$ cat config.mk
export PLATFORM = sky130hd
export DESIGN_NAME = branch_history_table
export DESIGN_NICKNAME = d
export VERILOG_FILES = /design/src/rtl/branch_history_table.sv
export SDC_FILE = /design/constraint.sdc
export NUM_CORES = 1
export LEC_CHECK = 0
export ABC_AREA = 1
export BUFFER_PORTS_ARGS = -buffer_cell sky130_fd_sc_hd__buf_2
export CELL_PAD_IN_SITES_DETAIL_PLACEMENT = 2
export CELL_PAD_IN_SITES_GLOBAL_PLACEMENT = 2
export CORE_MARGIN = 2
export CORE_UTILIZATION = 34
export CTS_BUF_LIST = sky130_fd_sc_hd__clkbuf_4 sky130_fd_sc_hd__clkbuf_8
export CTS_CLUSTER_SIZE = 20
export DETAILED_ROUTE_END_ITERATION = 8
export GPL_TIMING_DRIVEN = 1
export PLACE_DENSITY_LB_ADDON = 0.1
export SYNTH_ARGS = -nofsm -noshare
export SYNTH_HDL_FRONTEND = slang
export SYNTH_SLANG_ARGS = --single-unit
$ cat constraint.sdc
create_clock -name clk -period 3.75 [get_ports clk]
set_clock_uncertainty 0.05 [all_clocks]
set_input_delay 0.1875 -clock clk [delete_from_list [all_inputs] [get_ports clk]]
set_output_delay 0.1875 -clock clk [all_outputs]
set_load 0.02 [all_outputs]
$ cat src/rtl/branch_history_table.sv
// Bimodal conditional-branch predictor: 2-bit saturating counters read with the fetch PC,
// prediction registered into decode, trained on the decode-stage resolution.
module branch_history_table #(
  parameter int unsigned INDEX_W  = 6,
  parameter logic [1:0]  INIT_CNT = 2'b01
) (
  input  logic        clk,
  input  logic        rst,
  input  logic [31:0] pcF,
  input  logic        stallD,
  input  logic        flushD,
  input  logic        is_branchD,
  input  logic        branch_takeD,
  output logic        pred_takeD,
  output logic        mispredictD,
  output logic [31:0] branch_cnt,
  output logic [31:0] mispred_cnt
);

  localparam int unsigned ENTRIES = 1 << INDEX_W;

  logic [ENTRIES-1:0][1:0] pht_q, pht_d;
  logic [INDEX_W-1:0]      idxF;
  logic [INDEX_W-1:0]      idx_q, idx_d;
  logic                    pred_q, pred_d;
  logic                    predF;
  logic                    upd;
  logic [31:0]             branch_cnt_q, branch_cnt_d;
  logic [31:0]             mispred_cnt_q, mispred_cnt_d;
  logic                    unused_pc_bits;

  assign idxF           = pcF[INDEX_W+1:2];
  assign predF          = pht_q[idxF][1];
  assign unused_pc_bits = ^{pcF[31:INDEX_W+2], pcF[1:0]};

  assign mispredictD = is_branchD & (pred_q != branch_takeD);
  assign upd         = is_branchD & ~stallD & ~flushD & ~rst;

  // Fetch reads pht_q directly, so a same-index write this cycle is not bypassed.
  always_comb begin
    pht_d = pht_q;
    if (upd) begin
      if (branch_takeD) begin
        if (pht_q[idx_q] != 2'b11) pht_d[idx_q] = pht_q[idx_q] + 2'b01;
      end else begin
        if (pht_q[idx_q] != 2'b00) pht_d[idx_q] = pht_q[idx_q] - 2'b01;
      end
    end
  end

  always_comb begin
    pred_d = pred_q;
    idx_d  = idx_q;
    if (flushD) begin
      pred_d = 1'b0;
      idx_d  = '0;
    end else if (!stallD) begin
      pred_d = predF;
      idx_d  = idxF;
    end
  end

  always_comb begin
    branch_cnt_d  = branch_cnt_q;
    mispred_cnt_d = mispred_cnt_q;
    if (upd) begin
      branch_cnt_d = branch_cnt_q + 32'd1;
      if (mispredictD) mispred_cnt_d = mispred_cnt_q + 32'd1;
    end
  end

  always_ff @(posedge clk) begin
    if (rst) begin
      pht_q         <= {ENTRIES{INIT_CNT}};
      pred_q        <= 1'b0;
      idx_q         <= '0;
      branch_cnt_q  <= '0;
      mispred_cnt_q <= '0;
    end else begin
      pht_q         <= pht_d;
      pred_q        <= pred_d;
      idx_q         <= idx_d;
      branch_cnt_q  <= branch_cnt_d;
      mispred_cnt_q <= mispred_cnt_d;
    end
  end

  assign pred_takeD  = pred_q;
  assign branch_cnt  = branch_cnt_q;
  assign mispred_cnt = mispred_cnt_q;

endmodule

==> metrics <==
largest net degree at the start of global routing=65; vias per cell=5.45; slack of the worst reg-to-reg path=160 ps; gpl congestion=0.848; most numerous cell in the Yosys netlist=nand2_1; drt wl/cell=19.9 um; Rel. slew slack=0.290; Top Ports=about 100; Setup WS pre-CTS=87.6 ps; Die Ht=183 um; reg-to-reg startpoint=idx_q[1]$_SDFFE_PP0N_; Cell variety after synth=just over 40; post-synth top area share=0.366; top post-synthesis cells by area=dfxtp_1 37%, nand2_1 15%, nor2_1 7.9%, a21oi_1 7.4%, nand3_1 7.1%; FF+latch area=between 3000 and 4000 um^2; Inserted Diodes=0; core area=31,600 um^2; CP required=4100 ps; Hold WC Path Type=in2reg; Async SR Flop Fraction=0; first drt pass iteration count=5; worst hold stages=3; Final #Nets=1,799; Critical Path Sink Type=flip-flop; Clock Path Buffers=2; filler cell count=3,971; Starting Density=0.345; DRC=0; input/output buffers=77; Chip Width=~180 um; Synth Area in XOR/XNOR=0.0225; Compound-Gate Fraction of Synth Area=0.148; Synth Area per Inst=6.45 um^2; row count=65; Congestion Overflow GR=0; Die Area=33,500 um^2; max-cap violations=0; number of synthesized flops with an enable pin=0; HPWL after detailed placement=a little over 30 mm; hold_sp=pcF[5]; postcts setup bufs=0; DR iter-0 viols=~460; Final Worst Setup Slack=157 ps; Post-Syn Nets=1,732; GR Util All Layers=0.265; Root Driver=clkbuf_8; Yosys warnings=0; cell taking the most area after synthesis=dfxtp_1; Max Clk Rate=0.278 GHz; CTS tree=built; share of layout cells above drive strength 1=0.129; Startpoint Class=flip-flop; clk sink count=199; area grow syn2layout=13.0%; mux cell area share after synthesis=0.00103; Worst-path clk slew=110 ps; worst-case hold path end point=idx_q[3]$_SDFFE_PP0N_; Final Hold Vio Count=0; DR vias=between 10,000 and 15,000; initial antenna violation count=0; DRT antenna net count=0; FF-to-FF path depth=21; Worst Path Arrival=just under 4000 ps; WL final=43.2 mm; number of synthesized register bits=199; Synth Cell Area=roughly 11,000 um^2; Synth top cells by count=449 x nand2_1, 230 x nor2_1, 199 x dfxtp_1; critical path type=reg2reg; Post-Synthesis Cells=1,690; area of the multi-input gates=6060 um^2; PD cells=334 nW/um^2; CTS Buf Count=17; ys flop type=dfxtp_1; Min Hold Slack=46.5 ps; Worst-Margin Slew=1060 ps; register area share after synthesis=0.366; Period Utilization, post-route=0.958; clock latency on the worst-skew pair=510 ps; Slew Limit Fails=0; endpoints failing setup=0; H-tree depth=4; post-synthesis adder-cell area fraction=0.00459; number of global-route vias before repair=12,700; Pleak=4.80 nW; Worst Path Max Fanout=13; peak supply drop=241 uV; global-route wire length before repair=between 60 and 70 mm; main combinational cell family by area after synthesis=simple AND/OR/NAND/NOR gates; run status=finished clean; Tmin final=about 3600 ps; post-synthesis simple-gate area fraction=0.371
cell type report:
class	instances	area share
sequential	199	0.324
tap	402	0.0409
multi-input combinational	1282	0.493
inverter	130	0.0400
clock inverter	11	0.0120
timing repair buffer	127	0.0694
clock buffer	20	0.0213
cells by family after synthesis:
kind of cell	Yosys count
AOI/OAI and AO/OA	313
xor gates and xnor gates	28
adders and majority gates	4
buffers and inverters	209
DFF	199
muxes	1
and+or+nand+nor	936
power breakdown:
part           internal (mW)  switching (mW)
Sequential              2.12         0.00747
Combinational          0.100           0.347
Clock                  0.692           0.844
Total                   2.91            1.20
worst max-delay path, stage by stage, from the launching register on:
cell	delay, ps
dfxtp_1	380
inv_2	130
buf_12	180
nand3_2	110
clkinvlp_4	230
nand2_1	120
nand2_1	60
a21oi_1	220
nand3_1	120
nand2_1	70
nand2_1	50
nor2_1	80
nand2_1	120
ha_1	210
mux2_2	290
nor2_4	140
buf_12	170
nand2_2	210
nor2_1	290
nor2_1	70
nor2_1	90
nand2_1	70
placed cells by master, fill, tap and decap left out, types with 14 or more instances in the layout:
cell / n
buf_2: 76
o21ai_0: 107
buf_4: 36
nor3_1: 39
a21oi_1: 161
clkbuf_8: 18
xor2_1: 15
nand3_1: 155
nand4_1: 14
nor2_1: 208
nand2_1: 449
nor2_2: 23
inv_1: 115
o21ai_1: 22
dfxtp_1: 198
nand3_2: 17
worst max path at each step:
stage	startpoint	endpoint	slack, ps	depth (start not counted)
finish	idx_q[1]$_SDFFE_PP0N_	flip-flop	160	21
floorplan	idx_q[1]$_SDFFE_PP0N_	flip-flop	910	19
global route	idx_q[1]$_SDFFE_PP0N_	pht_q[17]$_SDFFE_PP0P_	-10	20
CTS	idx_q[1]$_SDFFE_PP0N_	flip-flop	50	21
global placement	idx_q[1]$_SDFFE_PP0N_	flip-flop	260	22
detailed placement	idx_q[1]$_SDFFE_PP0N_	flip-flop	90	21
per-stage QoR:
stage               power [mW]   util  instances  TNS [ps]  instance area (um^2)
finish                    4.11  0.390       2171         0                 12300
global route              4.28  0.390       2171     -34.0                 12300
CTS                       4.16  0.387       2171         0                 12200
detailed placement        2.61  0.372       2133         0                 11700
global placement          2.61  0.372       2133         0                 11700
floorplan                 2.46      -       1690         0                 10900
timing repair:
action	in CTS	in global routing
hold endpoints to repair	7	0
setup endpoints to repair	0	75
hold buffers	7	0
gates resized for setup	0	30
routing by layer:
layer / global-route usage / routed length [um] / up-vias
li1: - / - / 5652
met1: 0.317 / 18900 / 5955
met2: 0.496 / 22300 / 172
met3: 0.0256 / 1040 / 49
met4: 0.0854 / 1010 / 0
met5: 0 / 0 / -
(Power assumes the default switching activity.)
